### src/rtl/fifo_test_sequencer.sv
// Stimulus/check controller for a FIFO under test: runs fill, full-check, drain and
// empty-check rounds, compares read data against an incrementing pattern and pulses pass/fail.
module fifo_test_sequencer #(
  parameter int unsigned DATA_W     = 8,
  parameter int unsigned DEPTH      = 16,
  parameter int unsigned NUM_ROUNDS = 2,
  parameter int unsigned SEED       = 0
) (
  input  logic              clk,
  input  logic              rst_n,
  input  logic              start,
  input  logic              full,
  input  logic              empty,
  input  logic [DATA_W-1:0] rd_data,
  output logic              wr_en,
  output logic [DATA_W-1:0] wr_data,
  output logic              rd_en,
  output logic              pass_pulse,
  output logic              fail_pulse,
  output logic              busy,
  output logic              done,
  output logic [15:0]       fail_cnt
);

  localparam int unsigned CW  = $clog2(DEPTH + 1);
  localparam int unsigned RW  = $clog2(NUM_ROUNDS + 1);
  localparam int unsigned FCW = 16;

  localparam logic [CW-1:0]     DEPTH_C   = CW'(DEPTH);
  localparam logic [RW-1:0]     NROUNDS_C = RW'(NUM_ROUNDS);
  localparam logic [DATA_W-1:0] SEED_C    = DATA_W'(SEED);
  localparam logic [DATA_W-1:0] STEP_C    = DATA_W'(DEPTH);

  typedef enum logic [2:0] {
    S_IDLE,
    S_FILL,
    S_FULL_CHK,
    S_DRAIN,
    S_EMPTY_CHK,
    S_DONE
  } state_e;

  state_e            state_q,    state_d;
  logic [DATA_W-1:0] base_q,     base_d;
  logic [RW-1:0]     round_q,    round_d;
  logic [CW-1:0]     wr_cnt_q,   wr_cnt_d;
  logic [CW-1:0]     exp_cnt_q,  exp_cnt_d;
  logic [CW-1:0]     rd_cnt_q,   rd_cnt_d;
  logic [CW-1:0]     cmp_cnt_q,  cmp_cnt_d;
  logic              rd_vld_q,   rd_vld_d;
  logic              pass_q,     pass_d;
  logic              fail_q,     fail_d;
  logic              busy_q,     busy_d;
  logic              done_q,     done_d;
  logic [FCW-1:0]    fail_cnt_q, fail_cnt_d;

  logic              wr_en_c;
  logic              rd_en_c;
  logic [DATA_W-1:0] wr_data_c;
  logic [DATA_W-1:0] exp_data_c;

  // Next-state, strobes and check results
  always_comb begin
    state_d    = state_q;
    base_d     = base_q;
    round_d    = round_q;
    wr_cnt_d   = wr_cnt_q;
    exp_cnt_d  = exp_cnt_q;
    rd_cnt_d   = rd_cnt_q;
    cmp_cnt_d  = cmp_cnt_q;
    fail_cnt_d = fail_cnt_q;
    pass_d     = 1'b0;
    fail_d     = 1'b0;

    wr_en_c    = (state_q == S_FILL) && !full && (wr_cnt_q < DEPTH_C);
    wr_data_c  = (state_q == S_FILL) ? (base_q + DATA_W'(wr_cnt_q)) : '0;
    rd_en_c    = (state_q == S_DRAIN) && !empty && (rd_cnt_q < exp_cnt_q);
    rd_vld_d   = rd_en_c;
    exp_data_c = base_q + DATA_W'(cmp_cnt_q);

    case (state_q)
      S_IDLE, S_DONE: begin
        if (start) begin
          base_d     = SEED_C;
          round_d    = '0;
          fail_cnt_d = '0;
          wr_cnt_d   = '0;
          state_d    = S_FILL;
        end
      end
      S_FILL: begin
        if (wr_en_c) wr_cnt_d = wr_cnt_q + CW'(1);
        // A full flag before DEPTH words is a premature-full, judged in FULL_CHK
        if ((wr_cnt_q == DEPTH_C) || full) begin
          exp_cnt_d = wr_cnt_q;
          state_d   = S_FULL_CHK;
        end
      end
      S_FULL_CHK: begin
        if (full && (exp_cnt_q == DEPTH_C)) pass_d = 1'b1;
        else                                fail_d = 1'b1;
        rd_cnt_d  = '0;
        cmp_cnt_d = '0;
        state_d   = S_DRAIN;
      end
      S_DRAIN: begin
        if (rd_en_c) rd_cnt_d = rd_cnt_q + CW'(1);
        if (rd_vld_q) begin
          if (rd_data == exp_data_c) pass_d = 1'b1;
          else                       fail_d = 1'b1;
          cmp_cnt_d = cmp_cnt_q + CW'(1);
        end
        if (!rd_vld_q && !rd_en_c && ((rd_cnt_q == exp_cnt_q) || empty)) begin
          state_d = S_EMPTY_CHK;
        end
      end
      S_EMPTY_CHK: begin
        if (empty && (cmp_cnt_q == exp_cnt_q)) pass_d = 1'b1;
        else                                   fail_d = 1'b1;
        round_d = round_q + RW'(1);
        if (round_d == NROUNDS_C) begin
          state_d = S_DONE;
        end else begin
          base_d   = base_q + STEP_C;
          wr_cnt_d = '0;
          state_d  = S_FILL;
        end
      end
      default: state_d = S_IDLE;
    endcase

    if (fail_d && (fail_cnt_q != '1)) fail_cnt_d = fail_cnt_q + FCW'(1);

    done_d = (state_d == S_DONE);
    busy_d = (state_d != S_IDLE) && (state_d != S_DONE);
  end

  // State and registered outputs
  always_ff @(posedge clk) begin
    if (!rst_n) begin
      state_q    <= S_IDLE;
      base_q     <= '0;
      round_q    <= '0;
      wr_cnt_q   <= '0;
      exp_cnt_q  <= '0;
      rd_cnt_q   <= '0;
      cmp_cnt_q  <= '0;
      rd_vld_q   <= 1'b0;
      pass_q     <= 1'b0;
      fail_q     <= 1'b0;
      busy_q     <= 1'b0;
      done_q     <= 1'b0;
      fail_cnt_q <= '0;
    end else begin
      state_q    <= state_d;
      base_q     <= base_d;
      round_q    <= round_d;
      wr_cnt_q   <= wr_cnt_d;
      exp_cnt_q  <= exp_cnt_d;
      rd_cnt_q   <= rd_cnt_d;
      cmp_cnt_q  <= cmp_cnt_d;
      rd_vld_q   <= rd_vld_d;
      pass_q     <= pass_d;
      fail_q     <= fail_d;
      busy_q     <= busy_d;
      done_q     <= done_d;
      fail_cnt_q <= fail_cnt_d;
    end
  end

  assign wr_en      = wr_en_c;
  assign wr_data    = wr_data_c;
  assign rd_en      = rd_en_c;
  assign pass_pulse = pass_q;
  assign fail_pulse = fail_q;
  assign busy       = busy_q;
  assign done       = done_q;
  assign fail_cnt   = fail_cnt_q;

endmodule
### config.mk
export PLATFORM = sky130hd
export DESIGN_NAME = fifo_test_sequencer
export DESIGN_NICKNAME = d
export VERILOG_FILES = /design/src/rtl/fifo_test_sequencer.sv
export SDC_FILE = /design/constraint.sdc
export NUM_CORES = 1
export LEC_CHECK = 0
export ABC_AREA = 1
export CORE_MARGIN = 4
export CORE_UTILIZATION = 40
export CTS_BUF_LIST = sky130_fd_sc_hd__clkbuf_2 sky130_fd_sc_hd__clkbuf_4 sky130_fd_sc_hd__clkbuf_8
export DETAILED_ROUTE_END_ITERATION = 12
export DONT_BUFFER_PORTS = 1
export GPL_TIMING_DRIVEN = 0
export PLACE_DENSITY = 0.57
export SYNTH_ARGS = -nofsm -noshare
export SYNTH_HDL_FRONTEND = slang
export SYNTH_SLANG_ARGS = --single-unit
export TNS_END_PERCENT = 5
### constraint.sdc
create_clock -name clk -period 2 [get_ports clk]
set_clock_uncertainty 0.15 [all_clocks]
set_input_delay 0.6 -clock clk [delete_from_list [all_inputs] [get_ports clk]]
set_output_delay 0.6 -clock clk [all_outputs]
set_load 0.005 [all_outputs]
# After elaboration in Yosys (flattened, before gate mapping)
# Index checks and enable logic that the tools add are counted.
# Widths: inputs -> output; s select.
# totals
word_cells,105
regBits,54
# classes
muxes,32
eq_ne,19
magnitude_cmp,2
n_reduce_logical,31
addsub,8
# op_table
op,n
$mux 16,3
$mux 5,5
$mux 8,3
$pmux 5 s2,2
$add 16x1->16 const B,1
$add 8x5->8,2
$ne 16x16->1 const B,1
$pmux 8 s2,1
$add 5x1->5 const B,3
$pmux 3 s5,1
$pmux 5 s3,1
$mux 3,4
$eq 5x5->1,2
$eq 5x5->1 const B,2
$logic_and 1x1->1,10
$ne 2x2->1 const B,5
$reduce_and 2->1,5
$eq 3x3->1 const B,3
$add 8x5->8 const B,1
$eq 8x8->1,1
$mux 1,8
$reduce_bool 2->1,4
$eq 3x2->1 const B,2
$pmux 1 s3,2
15 further kinds,20

# Depth between registers and ports, before layout
# Gate-level depths: netlist (run 1).
# logic_depth
ltp_word,10
mapped_depth,14
mapped_depth_nobuf,13

# Worst setup path after synthesis (run 1)
# No wires, ideal clock.
# synth_timing
kind,register -> register
start,"register fail_cnt_q[0], in the netlist fail_cnt[0]"
end,"register fail_cnt_q[11], in the netlist fail_cnt[11]"
t_required_ps,1715
t_arrival_ps,1609
stages_incl_launch_ff,10
synth_period_minus_slack_ps,1894
path_slack_ps,106
setup_time_ps,135
path_buffers,1
cell_sequence,dfxtp_1 -> ha_1 -> nand3_2 -> nor3_4 -> nand3_2 -> nor2_4 -> nand4_4 -> clkbuf_1 -> nand3b_1 -> a21oi_2
# synth_via
elab_chain_len,4
# synth_lines
item,line,text
"start, declared",55,"logic [FCW-1:0] fail_cnt_q, fail_cnt_d;"
"start signal, assigned",167,fail_cnt_q <= fail_cnt_d;
branches (longest 4 deep; another with $add 16x1->16),n/a,
# Several ways; the timed one is not identified.
# A chain may end at the register's enable or synchronous reset.

# Worst setup path after layout (run 1)
# layout_timing
start,register exp_cnt_q[3]
end,output rd_en
# layout_via
elab_chain_len,2
# layout_lines
item,line,text
"start, declared",47,"logic [CW-1:0] exp_cnt_q, exp_cnt_d;"
"start signal, assigned",159,exp_cnt_q <= exp_cnt_d;
$lt 5x5->1,77,rd_en_c = (state_q == S_DRAIN) && !empty && (rd_cnt_q < exp_cnt_q);
$logic_and 1x1->1,77,
"end, declared",17,"output logic rd_en,"
# Every way passes these cells.

==> run metrics, run 1 <==
via count about 2800; Vias/cell 5.156; sequential fraction of the synthesis area between 30% and 40%; end of the critical path rd_en; Max Slew Vio Count 0; crit path DAT approximately 1.4 ns; worst reg-to-reg setup slack -0.06 ns; startpoint types flop; initial antenna violation count 0; clk slew on worst S/H paths around 0.090 ns; CP peak stage delay roughly 0.37 ns; vias in the first global route around 2700; CTS tree done; die area 0.009125 mm^2; slowest CP cell dfxtp_2; CTS H-tree depth 2; TritonRoute pass-1 iters 4; Max clock buf depth 2; area leader, netlist dfxtp_1; remaining routing DRC violations 0; Peak supply drop roughly 0.00034 V; Synth cell types 35; pin count of the biggest net entering global routing 15; initial core utilization 41.80%; number of synthesized flops with an enable pin 0; combinational share of power between 10% and 20%; Post-CTS Hold Fix Bufs 0; final net count ~480; Die H between 90 and 100 um; dpl hpwl roughly 5.6 mm; post-route minimum period 2.141 ns; post-DR wirelength/cell roughly 14 um; final worst setup slack -0.1414 ns; area fraction of the dominant cell type after synthesis 32.67%; I/O Pins between 40 and 50; crit path max fanout 3; net switching power figure around 0.00060 W; Detail Route Antenna Nets 0; Hold Crit Class input port to flop; internal power between 0.001 and 0.0015 W; Switching Share roughly 30%; cell row count 31; Fin Hold WS 0.3168 ns; # port buffers 0; GP Congestion roughly 0.9; Lkg Pwr between 1 and 1.5 nW; WP data required around 1.3 ns; Tot GR Track Use 17.66%; power density cells about 560 mW/mm^2; Pwr Total around 0.002 W; worst-margin pin slew between 0.5 and 0.6 ns; Die X roughly 96 um; Seq pwr share slightly above 50%; clock net sink count 50; Final setup viols 3; fmax around 470 MHz; register bit total from synthesis 50; r2r endpoint busy; Core ar. between 0.007 and 0.008 mm^2; root buf cell clkbuf_8; drt initial violations 96; Post-Route WL about 7.7 mm; RSZ-0062 raised after global routing yes; Setup Crit Path Kind flop to output port; Top FF cell, synth dfxtp_1; Max-Slew Margin vs Limit 62.65%; asr flop ratio synth 0%; period utilization 107.1%; Synth Area per Inst slightly above 7 um^2; FILL cells roughly 740; area grow syn2layout 17.88%; synth cell count leaders nand2_1 (77), dfxtp_1 (50), inv_1 (47); Mapped Nets 457; Max-cap violations 0; ANT cells 0; Ys Warns 0; power share of the clock group 29.4%; failing checks setup timing; GR Overflow Total 0; setup_tns -0.2565 ns; Post-Syn Area 0.003064 mm^2; top-count cell post-synth nand2_1; CP Capture Type output port; status finished with violations; R2R Path Start exp_cnt_q[3]; insertion delay to the later sink of the worst-skew pair roughly 0.31 ns; Hold Fails Final Rpt 0; dpl cell area between 0.003 and 0.004 mm^2; final instance area 0.003612 mm^2; ratio of cells with drive above 1 in the final layout between 20% and 30%; source of the critical timing path exp_cnt_q[3]; number of CTS-inserted buffers 5; Synth area leaders dfxtp_1 (33%), nand2_1 (9.4%), inv_1 (5.8%), a21oi_1 (5.7%), ha_1 (5.7%); Mapped Cells 430; first-pass GRT wire length about 13 mm; cells along the critical path inv_4 -> ha_4 -> nand2_4 -> nor2_4 -> nand2_1 -> nand3b_1 -> inv_1; Worst Reg-to-Reg Cells 15
[per-layer routing]
layer,routed length [um],up-vias,GRT usage (%)
met5,0,-,0
met4,159,0,6.754
met3,411,16,4.262
met2,3831,63,31.15
met1,3276,1300,20.48
li1,-,1462,-
[power groups by stage]
stage                     sequential, W  clock [W]  combinational, W
after global placement          0.00107          0          0.000286
after global routing            0.00105   0.000660          0.000429
after CTS                       0.00105   0.000614          0.000358
after floorplan                 0.00106          0          0.000226
final                           0.00105   0.000595          0.000383
after detailed placement        0.00107          0          0.000291
[cell usage in the layout (no fill, tap or decap), drive strengths merged]
master / instances
inv: 58
and3: 1
o22ai: 1
dfxtp: 50
nor3b: 1
nand2: 82
a211oi: 5
o31ai: 1
clkinvlp: 1
a41oi: 1
a21oi: 45
clkbuf: 11
o21a: 1
or2: 1
ha: 14
xor2: 14
nand3: 47
buf: 20
o21ai: 12
nand3b: 8
nor3: 21
nand4: 4
a21boi: 1
nor2: 46
a31oi: 2
xnor2: 4
[through the flow]
stage                     std cells  worst slack [ns]  util [%]
after floorplan                 430            0.1060         -
after global placement          529           -0.2217     43.49
after detailed placement        529           -0.2271     43.49
after CTS                       550           -0.1258     48.30
after global routing            551           -0.2163     49.27
final                           551           -0.1414     49.27
[cell type report]
type	count	area, um^2	area share (%)
multi-input cells	312	1958	54.21
flip-flops and latches	50	1033	28.61
inverters	58	222.7	6.166
well taps	99	123.9	3.429
repair buffers	15	112.6	3.117
plain buffers	10	77.57	2.148
clock buffers	6	76.32	2.113
clock inverters	1	7.507	0.2078
[kinds of logic after synthesis]
group	after synthesis	synth area share, %
fa+ha+maj	14	5.717
flops	50	32.67
buf+inv	68	8.983
xor+xnor	18	5.145
simple gates	211	34.10
compound gates	69	13.39
[how the worst min path moves through the flow]
| stage | from | end | slack (ns) | depth (start not counted) |
|---|---|---|---|---|
| floorplan | round_q[0] | round_q[0] | 0.28 | 1 |
| global placement | round_q[0] | round_q[0] | 0.30 | 1 |
| detailed placement | round_q[0] | round_q[0] | 0.31 | 1 |
| CTS | rst_n | wr_cnt_q[4] | 0.32 | 2 |
| global route | rst_n | base_q[7] | 0.31 | 2 |
| finish | rst_n | wr_cnt_q[4] | 0.32 | 2 |
[flip-flops by register name, summed over array words and instances (netlist names)]
signal / flops
rd_vld_q: 1
done: 1
cmp_cnt_q: 5
base_q: 4
round_q: 2
busy: 1
state_q: 3
wr_cnt_q: 5
fail_pulse: 1
exp_cnt_q: 5
pass_pulse: 1
rd_cnt_q: 5
fail_cnt: 16
[what timing repair did]
item / 4_1_cts / 5_1_grt
resized for setup: 46 / 20
buffers inserted: 14 / 1
endpoints found under the setup margin: 26 / 32
pin swaps: 7 / 4
[critical path: cells and delay by family (launching register included)]
| kind | cells | cell delay (ns) |
|---|---|---|
| flops | 1 | 0.37 |
| fa+ha+maj | 1 | 0.26 |
| simple gates | 4 | 0.33 |
| buf+inv | 2 | 0.12 |
No activity file was read; power rests on OpenSTA's default activity.
==> run 2, diff against run 1 <==
--- a/config.mk
+++ b/config.mk
@@ -6,6 +6,7 @@
 export NUM_CORES = 1
 export LEC_CHECK = 0
 export ABC_AREA = 1
+export CAP_MARGIN = 20
 export CORE_MARGIN = 4
 export CORE_UTILIZATION = 40
 export CTS_BUF_LIST = sky130_fd_sc_hd__clkbuf_2 sky130_fd_sc_hd__clkbuf_4 sky130_fd_sc_hd__clkbuf_8
==> results of run 2 <==
Same layout as run 1: the final DEF is identical, and so are final timing and power.
==> run 3, diff against run 2 <==
--- a/config.mk
+++ b/config.mk
@@ -13,7 +13,7 @@
 export DETAILED_ROUTE_END_ITERATION = 12
 export DONT_BUFFER_PORTS = 1
 export GPL_TIMING_DRIVEN = 0
-export PLACE_DENSITY = 0.57
+export PLACE_DENSITY = 0.55
 export SYNTH_ARGS = -nofsm -noshare
 export SYNTH_HDL_FRONTEND = slang
 export SYNTH_SLANG_ARGS = --single-unit
==> constraint.sdc (replaced) <==
create_clock -name clk -period 2.6 [get_ports clk]
set_clock_uncertainty 0.15 [all_clocks]
set_input_delay 0.78 -clock clk [delete_from_list [all_inputs] [get_ports clk]]
set_output_delay 0.78 -clock clk [all_outputs]
set_load 0.005 [all_outputs]
==> run 3 against run 2 <==
The run now ends clean. Hold slack better by 0.0034 ns. Cell count shrank 2.4%. Sequential power down 23%. Global-route usage shrank 0.091 points. Sequential share of layout area grew 1.7 points. Routed wire length fell by 3.4%. Sequential cell count stayed put. Register-to-register slack better by 0.42 ns. Non-clock buffer count is 14 lower. Count of clock-buffer cells in the layout grew 1. Critical path type unchanged. Critical endpoint unchanged.
==> run metrics, run 3 (same netlist as run 1, synthesis figures left out) <==
Post-Route WL 7.417 mm (-3.4%); Max Slew Vio Count 0 (unchanged); I/O Pins 43 (unchanged); crit path max fanout 3 (unchanged); power density cells 481.7 mW/mm^2 (-14%); Vias/cell 5.097 (-1.2%); Post-CTS Hold Fix Bufs 0 (unchanged); Hold Fails Final Rpt 0 (unchanged); number of CTS-inserted buffers 5 (unchanged); Largest register FFs 16 (unchanged); ANT cells 0 (unchanged); die area 0.009125 mm^2 (unchanged); highest routed layer met4; pin count of the biggest net entering global routing 15 (unchanged); initial core utilization 41.80% (unchanged); Setup Crit Path Kind flop to output port; worst-margin pin slew 0.5961 ns (+0.03582 ns); clock net sink count 50 (unchanged); GR Overflow Total 0 (unchanged); setup_tns 0 ns (+0.2565 ns); final instance area 0.003311 mm^2 (-8.3%); ratio of cells with drive above 1 in the final layout 12.76% (-12 points); # port buffers 0 (unchanged); most frequent cells in the layout nand2_1 (77), dfxtp_1 (49), inv_1 (47); TritonRoute pass-1 iters 4 (unchanged); final net count 465 (-2.9%); fmax between 400 and 500 MHz; cell row count 31 (unchanged); most common cell after layout, fill and taps aside nand2_1; startpoint types flop; CTS tree done; Tot GR Track Use 17.57% (-0.091 points); vias in the first global route 2691 (-1.6%); post-DR wirelength/cell 13.79 um (-1.1%); Die X 95.53 um (unchanged); initial antenna violation count 0 (unchanged); first-pass GRT wire length 12.76 mm (+0.11%); root buf cell clkbuf_8; Max clock buf depth 2 (unchanged); metal2 WL 3.646 mm (-4.8%); Final setup viols 0 (-3); Max-Slew Margin vs Limit 60.26% (-2.4 points); via count 2742 (-3.5%); Die H 95.53 um (unchanged); CP Capture Type output port; WL met1 3.255 mm (-0.64%); dpl hpwl 5.782 mm (+3.1%); area grow syn2layout 8.044%; remaining routing DRC violations 0 (unchanged); Hold Crit Class flop to flop; Max-cap violations 0 (unchanged); period utilization 93.93%; status completed; dpl cell area 0.003188 mm^2 (unchanged); Core ar. 0.007331 mm^2 (unchanged); Detail Route Antenna Nets 0 (unchanged); Lkg Pwr 1.267 nW (-5.8%); Peak supply drop 0.0002318 V (-32%); GP Congestion 0.9034 (-1.8%); drt initial violations 135 (+41%); RSZ-0062 raised after global routing no; CTS H-tree depth 2 (unchanged); post-route minimum period 2.442 ns; clk slew on worst S/H paths 0.09 ns (about the same); WP data required 1.67 ns (+0.42 ns); insertion delay to the later sink of the worst-skew pair 0.30 ns (about the same); met3 WL 389 um (-5.4%); crit path DAT 1.51 ns (+0.12 ns)
-- run 3: per-layer routing --
metal / vias up / GRT usage (%)
li1: 1434 / -
met3: 12 / 3.946
met1: 1237 / 21.22
met2: 59 / 31.04
met4: 0 / 4.976
met5: - / 0
-- run 3: path summary, 6_finish.rpt --
kind / startpoint / end / slack, ns / depth (start not counted)
max: exp_cnt_q[2] / rd_en / 0.16 / 6
min reg2reg: round_q[0] / round_q[0] / 0.32 / 1
min: round_q[0] / round_q[0] / 0.32 / 1
max reg2reg: fail_cnt[0] / fail_cnt[12] / 0.36 / 9
-- run 3: timing repair --
action                                  in CTS  in global routing
buffers inserted                             1                  0
gates resized for setup                      1                  0
endpoints found under the setup margin       1                  0
-- run 3: layout make-up --
class / instances / area (um^2)
buffer: 10 / 57.56
clock buffer: 7 / 83.83
clock inverter: 1 / 30.03
fill: 766 / 4020
inverter: 58 / 217.7
multi-input combinational: 312 / 1788
sequential: 50 / 1002
tap: 99 / 123.9
timing repair buffer: 1 / 7.507
-- run 3: stage by stage --
step                      total power [W]  setup WS, ns  utilization (%)  hold WS [ns]  cells
after floorplan                 0.0009923        0.4061                -        0.2829    430
after global placement           0.001044        0.2913            43.49        0.3007    529
after detailed placement         0.001047        0.2902            43.49        0.3070    529
after CTS                        0.001617        0.1385            45.16        0.3198    538
after global routing             0.001676      0.006203            45.16        0.3441    538
final                            0.001595        0.1579            45.16        0.3203    538
-- run 3: critical path, cell delays in order (launching register included) --
cell and delay (ns):
dfxtp_1 0.35, inv_1 0.08, ha_1 0.32, a21oi_1 0.15, nor2_1 0.06, nand3b_1 0.17, inv_1 0.08
-- run 3: where the power goes --
part / internal (W) / switching (W)
Combinational: 0.0000685 / 0.000156
Clock: 0.000309 / 0.000256
Sequential: 0.000786 / 0.0000187
==> variant 1: new RTL, flow settings as in run 1 <==
Re-encode `state_e` (6 states) as one-hot, 6 bits wide.
--- a/src/rtl/fifo_test_sequencer.sv
+++ b/src/rtl/fifo_test_sequencer.sv
@@ -31,13 +31,13 @@
   localparam logic [DATA_W-1:0] SEED_C    = DATA_W'(SEED);
   localparam logic [DATA_W-1:0] STEP_C    = DATA_W'(DEPTH);
 
-  typedef enum logic [2:0] {
-    S_IDLE,
-    S_FILL,
-    S_FULL_CHK,
-    S_DRAIN,
-    S_EMPTY_CHK,
-    S_DONE
+  typedef enum logic [5:0] {
+    S_IDLE      = 6'b000001,
+    S_FILL      = 6'b000010,
+    S_FULL_CHK  = 6'b000100,
+    S_DRAIN     = 6'b001000,
+    S_EMPTY_CHK = 6'b010000,
+    S_DONE      = 6'b100000
   } state_e;
 
   state_e            state_q,    state_d;
Check against the original RTL: no difference found for any inputs over 10 cycles, from zero or initial values and one cycle with rst_n low; not proved beyond that.
==> variant 1 against run 1 <==
The flow still finishes with violations (negative setup slack). Critical endpoint is now wr_data[0]. Maximum frequency shrank 4.0%. Synthesized area grew 1.5%. Wire length grew 4.5%. Synthesized cell count grew 5.6%. Worst setup slack lost 89 ps. Sequential cell count grew 3. Total power shrank 5.0%. Cell area grew 2.0%. Sequential share of layout area grew 1.2 points.
==> variant 1: results (changes against run 1) <==
status - finished with violations (unchanged)
failing checks - negative setup slack (unchanged)
pre-CTS WS - -348 ps (was -227 ps)
Cell variety after synth - 32 (was 35)
first-pass GRT wire length - 12.9 mm (was 12.7 mm)
mux share of post-synthesis cell area - 0% (unchanged)
Critical Path AT - 1480 ps (was 1390 ps)
endpoints failing setup - 27 (was 3)
LEAKAGE - 0.00143 uW (was 0.00135 uW)
R2R Path End - rd_cnt_q[2] (was busy)
Seq/Total Area, Yosys - 34.1% (was 32.7%)
Max IR drop VDD - 0.000312 V (was 0.000343 V)
Worst-path clk slew - 100 ps
hold crit path type - in2reg (unchanged)
max reg flops - 16 (unchanged)
most frequent cells after synthesis - nand2_1, inv_1, nor2_1 (was nand2_1, dfxtp_1, inv_1)
I/O Buffers - 0 (unchanged)
Yosys warnings - 0 (unchanged)
Bufs on Longest Clock Path - 2 (unchanged)
Fillers - 750 (was 739)
all-layer global routing usage - 17.7% (about the same)
Hold-fix buffers, CTS - 0 (unchanged)
dominant cells by area after synthesis - dfxtp_1, nand2_1, nand3_1 (was dfxtp_1, nand2_1, inv_1)
Hold Crit Start - rst_n (unchanged)
DP Cell Count - 553 (was 529)
final setup margin - -230 ps (was -141 ps)
Non-Filler Instances - 572 (was 551)
Initial DRC Count - 176 (was 96)
critical path's slowest cell - dfxtp_4 (was dfxtp_2)
Hold Worst Slack - 258 ps (was 317 ps)
iteration count of the initial detailed-routing pass - 5 (was 4)
worst r2r path cells - 14 (was 15)
Worst path top cell family by delay - simple AND/OR/NAND/NOR gates (was flip-flops)
Hold Path Sink - fail_cnt[9] (was wr_cnt_q[4])
post-synth net total - 481 (was 457)
worst-path fanout max - 6 (was 3)
worst reg2reg startpoint - exp_cnt_q[4] (was exp_cnt_q[3])
vias in the first global route - 2683 (was 2735)
Final #Nets - 500 (was 479)
Internal Power - 1400 uW (was 1420 uW)
Post-Synth XOR/XNOR Area - 4.79% (was 5.14%)
Core Util, Final - 49.7% (was 49.3%)
DP Wirelength - 5.75 mm (was 5.61 mm)
share of cells above drive strength 1 - 21.4% (was 25.0%)
Primary FF master, synth - dfxtp_1 (unchanged)
Post-synth EDFFs - 0 (unchanged)
Syn Area/Cell - 6.85 sq um (was 7.13 sq um)
compound-gate portion of the synthesized area - 12.6% (was 13.4%)
Post-synth ARST share - 0% (unchanged)
routability cong. - 0.888 (was 0.920)
worst slew pin tran - 636 ps (was 560 ps)
Routed WL per cell - 14.0 um (was 13.9 um)
vias per cell - 5.10 (was 5.16)
total negative setup slack - -2470 ps (was -256 ps)
Adder-Cell Fraction of Synth Area - 5.63% (was 5.72%)
largest net degree at the start of global routing - 16 (was 15)
hold depth - 2 (unchanged)
placed cell area - 0.00323 sq mm (was 0.00319 sq mm)
==> variant 1: cell types whose count changed in the layout (fill, tap and decap cells not counted), sizes merged, moves of 4 or more <==
cell / delta
inv: +5
nand2: +4
nor2: +13
o21ai: +7
nand4: +4
nor3: -7
==> variant 1: per-layer routing <==
| layer | vias to the layer above | share of wire (%) | GRT usage, % |
|---|---|---|---|
| met4 | 0 | 1.1 | 4.38 |
| met5 | - | 0 | 0 |
| met2 | 57 | 45 | 27.4 |
| met1 | 1328 | 49 | 25.1 |
| li1 | 1524 | - | - |
| met3 | 8 | 5.2 | 3.52 |
==> variant 1: how the worst max path moves through the flow <==
stage | start | cells after the start | to
3_5_place_dp | state_q[2] | 6 | wr_data[7]
2_1_floorplan | state_q[2] | 6 | wr_data[7]
5_1_grt | state_q[4] | 5 | wr_data[6]
4_1_cts | rd_cnt_q[4] | 6 | rd_en
6_report | state_q[4] | 5 | wr_data[0]
3_3_place_gp | state_q[5] | 6 | wr_data[7]
==> variant 1: cell type report <==
class / instances / area share [%]
Inverter: 64 / 6.83
Tap cell: 99 / 3.36
Multi-Input combinational cell: 328 / 53.3
Sequential cell: 53 / 29.8
Clock buffer: 6 / 2.24
Clock inverter: 1 / 0.204
Timing Repair Buffer: 12 / 2.55
Buffer: 9 / 1.77
==> variant 1: power by group through the flow <==
| stage | combinational [uW] | sequential, uW | clock, uW |
|---|---|---|---|
| after global placement | 173 | 1100 | 0 |
| final | 211 | 1070 | 641 |
| after detailed placement | 175 | 1100 | 0 |
| after floorplan | 133 | 1100 | 0 |
| after global routing | 237 | 1080 | 693 |
| after CTS | 183 | 1070 | 656 |
==> variant 1: repair_timing <==
action / 4_1_cts / 5_1_grt
pin swaps: 6 / 14
setup buffers: 7 / 6
gates resized for setup: 38 / 56
endpoints found under the setup margin: 30 / 45
==> variant 2: new RTL, config.mk and constraints of run 1 <==
Made on the original files. The parameter `DEPTH` goes from 16 to 8.
--- a/src/rtl/fifo_test_sequencer.sv
+++ b/src/rtl/fifo_test_sequencer.sv
@@ -2,7 +2,7 @@
 // empty-check rounds, compares read data against an incrementing pattern and pulses pass/fail.
 module fifo_test_sequencer #(
   parameter int unsigned DATA_W     = 8,
-  parameter int unsigned DEPTH      = 16,
+  parameter int unsigned DEPTH      = 8,
   parameter int unsigned NUM_ROUNDS = 2,
   parameter int unsigned SEED       = 0
 ) (
Behaviour: not the same (Yosys sat finds a counterexample within 10 cycles, from zero or initial values and one cycle with rst_n low).
==> variant 2 against run 1 <==
The flow still finishes with violations (negative setup slack). Synthesized area fell by 5.9%. Cell area decreased by 4.6%. Register-to-register slack better by 80 ps. Worst setup slack improved by 84 ps. Sequential cell count down 3. Utilization is 0.63 points higher. Total power grew 1.3%. Wire length fell by 1.4%. Sequential power fell by 5%. Worst hold slack better by 9.8 ps.
==> variant 2: results (changes against run 1) <==
status - finished with violations (unchanged)
failing checks - negative setup slack (unchanged)
most frequent cells after synthesis - nand2_1, inv_1, dfxtp_1 (was nand2_1, dfxtp_1, inv_1)
Routed WL per cell - 13.8 um (was 13.9 um)
iteration count of the initial detailed-routing pass - 4 (unchanged)
synthesized instance count - 430 (unchanged)
hold crit path type - reg2reg (was in2reg)
R2R Path End - fail_cnt[6] (was busy)
post-synth net total - 456 (was 457)
Worst path top cell family by delay - simple AND/OR/NAND/NOR gates (was flip-flops)
vias in the first global route - 2655 (was 2735)
Seq/Total Area, Yosys - 32.6% (was 32.7%)
Cell variety after synth - 32 (was 35)
Psw - 661 uW (was 603 uW)
H-tree depth - 2 (unchanged)
Critical Path AT - 1310 ps (was 1390 ps)
R2R Setup Slk - 20 ps (was -60 ps)
Worst-path clk slew - 90 ps (about the same)
dominant cells by area after synthesis - dfxtp_1, nand2_1, inv_1 (unchanged)
final setup margin - -57.1 ps (was -141 ps)
all-layer global routing usage - 17.8% (was 17.7%)
Final #Nets - 476 (was 479)
worst slew pin tran - 589 ps (was 560 ps)
worst reg2reg startpoint - fail_cnt[0] (was exp_cnt_q[3])
Initial DRC Count - 104 (was 96)
endpoints failing setup - 2 (was 3)
total negative setup slack - -104 ps (was -256 ps)
CP max stage delay - 390 ps (was 370 ps)
worst r2r path cells - 10 (was 15)
LEAKAGE - 0.00140 uW (was 0.00135 uW)
worst-path fanout max - 5 (was 3)
DP Wirelength - 5.60 mm (was 5.61 mm)
end of the critical path - wr_data[7] (was rd_en)
Setup crit start - base_q[3] (was exp_cnt_q[3])
Max IR drop VDD - 0.000355 V (was 0.000343 V)
vias per cell - 5.07 (was 5.16)
routability cong. - 0.854 (was 0.920)
placed cell area - 0.00300 sq mm (was 0.00319 sq mm)
first-pass GRT wire length - 12.6 mm (was 12.7 mm)
critical path's slowest cell - dfxtp_4 (was dfxtp_2)
-- variant 2: cell families after synthesis --
family / synth area share, %
AOI/OAI and AO/OA: 11.9
xor gates and xnor gates: 4.56
buffers and inverters: 10.1
adders and majority gates: 5.64
and+or+nand+nor: 35.2
DFF: 32.6
-- variant 2: worst register-to-register path, cell delays in order (launching register included) --
cell and delay [ps]:
dfxtp_4 390, ha_4 160, nand3_4 110, nor3_4 230
nand3_2 120, nor2_4 130, nand4_4 140, nand2_4 150
buf_6 140, nand3_1 90, a21oi_2 120
-- variant 2: metal layers --
metal / routed length [um] / vias up / global-route usage (%)
met5: 0 / - / 0
met4: 56 / 0 / 3.79
met3: 321 / 8 / 3.82
met2: 3590 / 42 / 28.7
met1: 3610 / 1276 / 24.5
li1: - / 1447 / -
-- variant 2: area by class of cell --
cell class	instances	area [sq um]
tap	96	120
fill	740	3460
inverter	67	259
sequential	47	977
buffer	8	52.6
timing repair buffer	13	114
clock inverter	2	12.5
clock buffer	6	76.3
multi-input combinational	308	1840
-- variant 2: power groups by stage --
stage	sequential [uW]	combinational [uW]	clock [uW]
after floorplan	1010	281	0
after global routing	1010	529	641
after detailed placement	1020	369	0
final	1000	466	585
after global placement	1020	366	0
after CTS	1000	440	600
-- variant 2: what timing repair did --
item | 4_1_cts | 5_1_grt
pin swaps | 16 | 14
setup buffers | 8 | 4
hold endpoints to repair | 0 | 0
setup endpoints to repair | 27 | 34
resized for setup | 59 | 27
cloned | 1 | 0
-- variant 2: worst min-delay path by stage --
stage                           start  cells past startpoint          end
after global placement     round_q[0]                      1   round_q[0]
after global routing      rd_cnt_q[0]                      1  rd_cnt_q[0]
final                      round_q[0]                      1   round_q[0]
after CTS                  round_q[0]                      1   round_q[0]
after detailed placement   round_q[0]                      1   round_q[0]
after floorplan            round_q[0]                      1   round_q[0]
-- variant 2: through the flow --
stage / hold slack (ps) / setup slack (ps) / util (%) / cells / power (uW)
2_1_floorplan: 283 / 113 / - / 430 / 1290
3_3_place_gp: 306 / -247 / 43.5 / 526 / 1390
3_5_place_dp: 304 / -280 / 43.5 / 526 / 1390
4_1_cts: 323 / -57.6 / 48.3 / 543 / 2040
5_1_grt: 344 / -165 / 49.9 / 547 / 2180
6_report: 327 / -57.1 / 49.9 / 547 / 2050
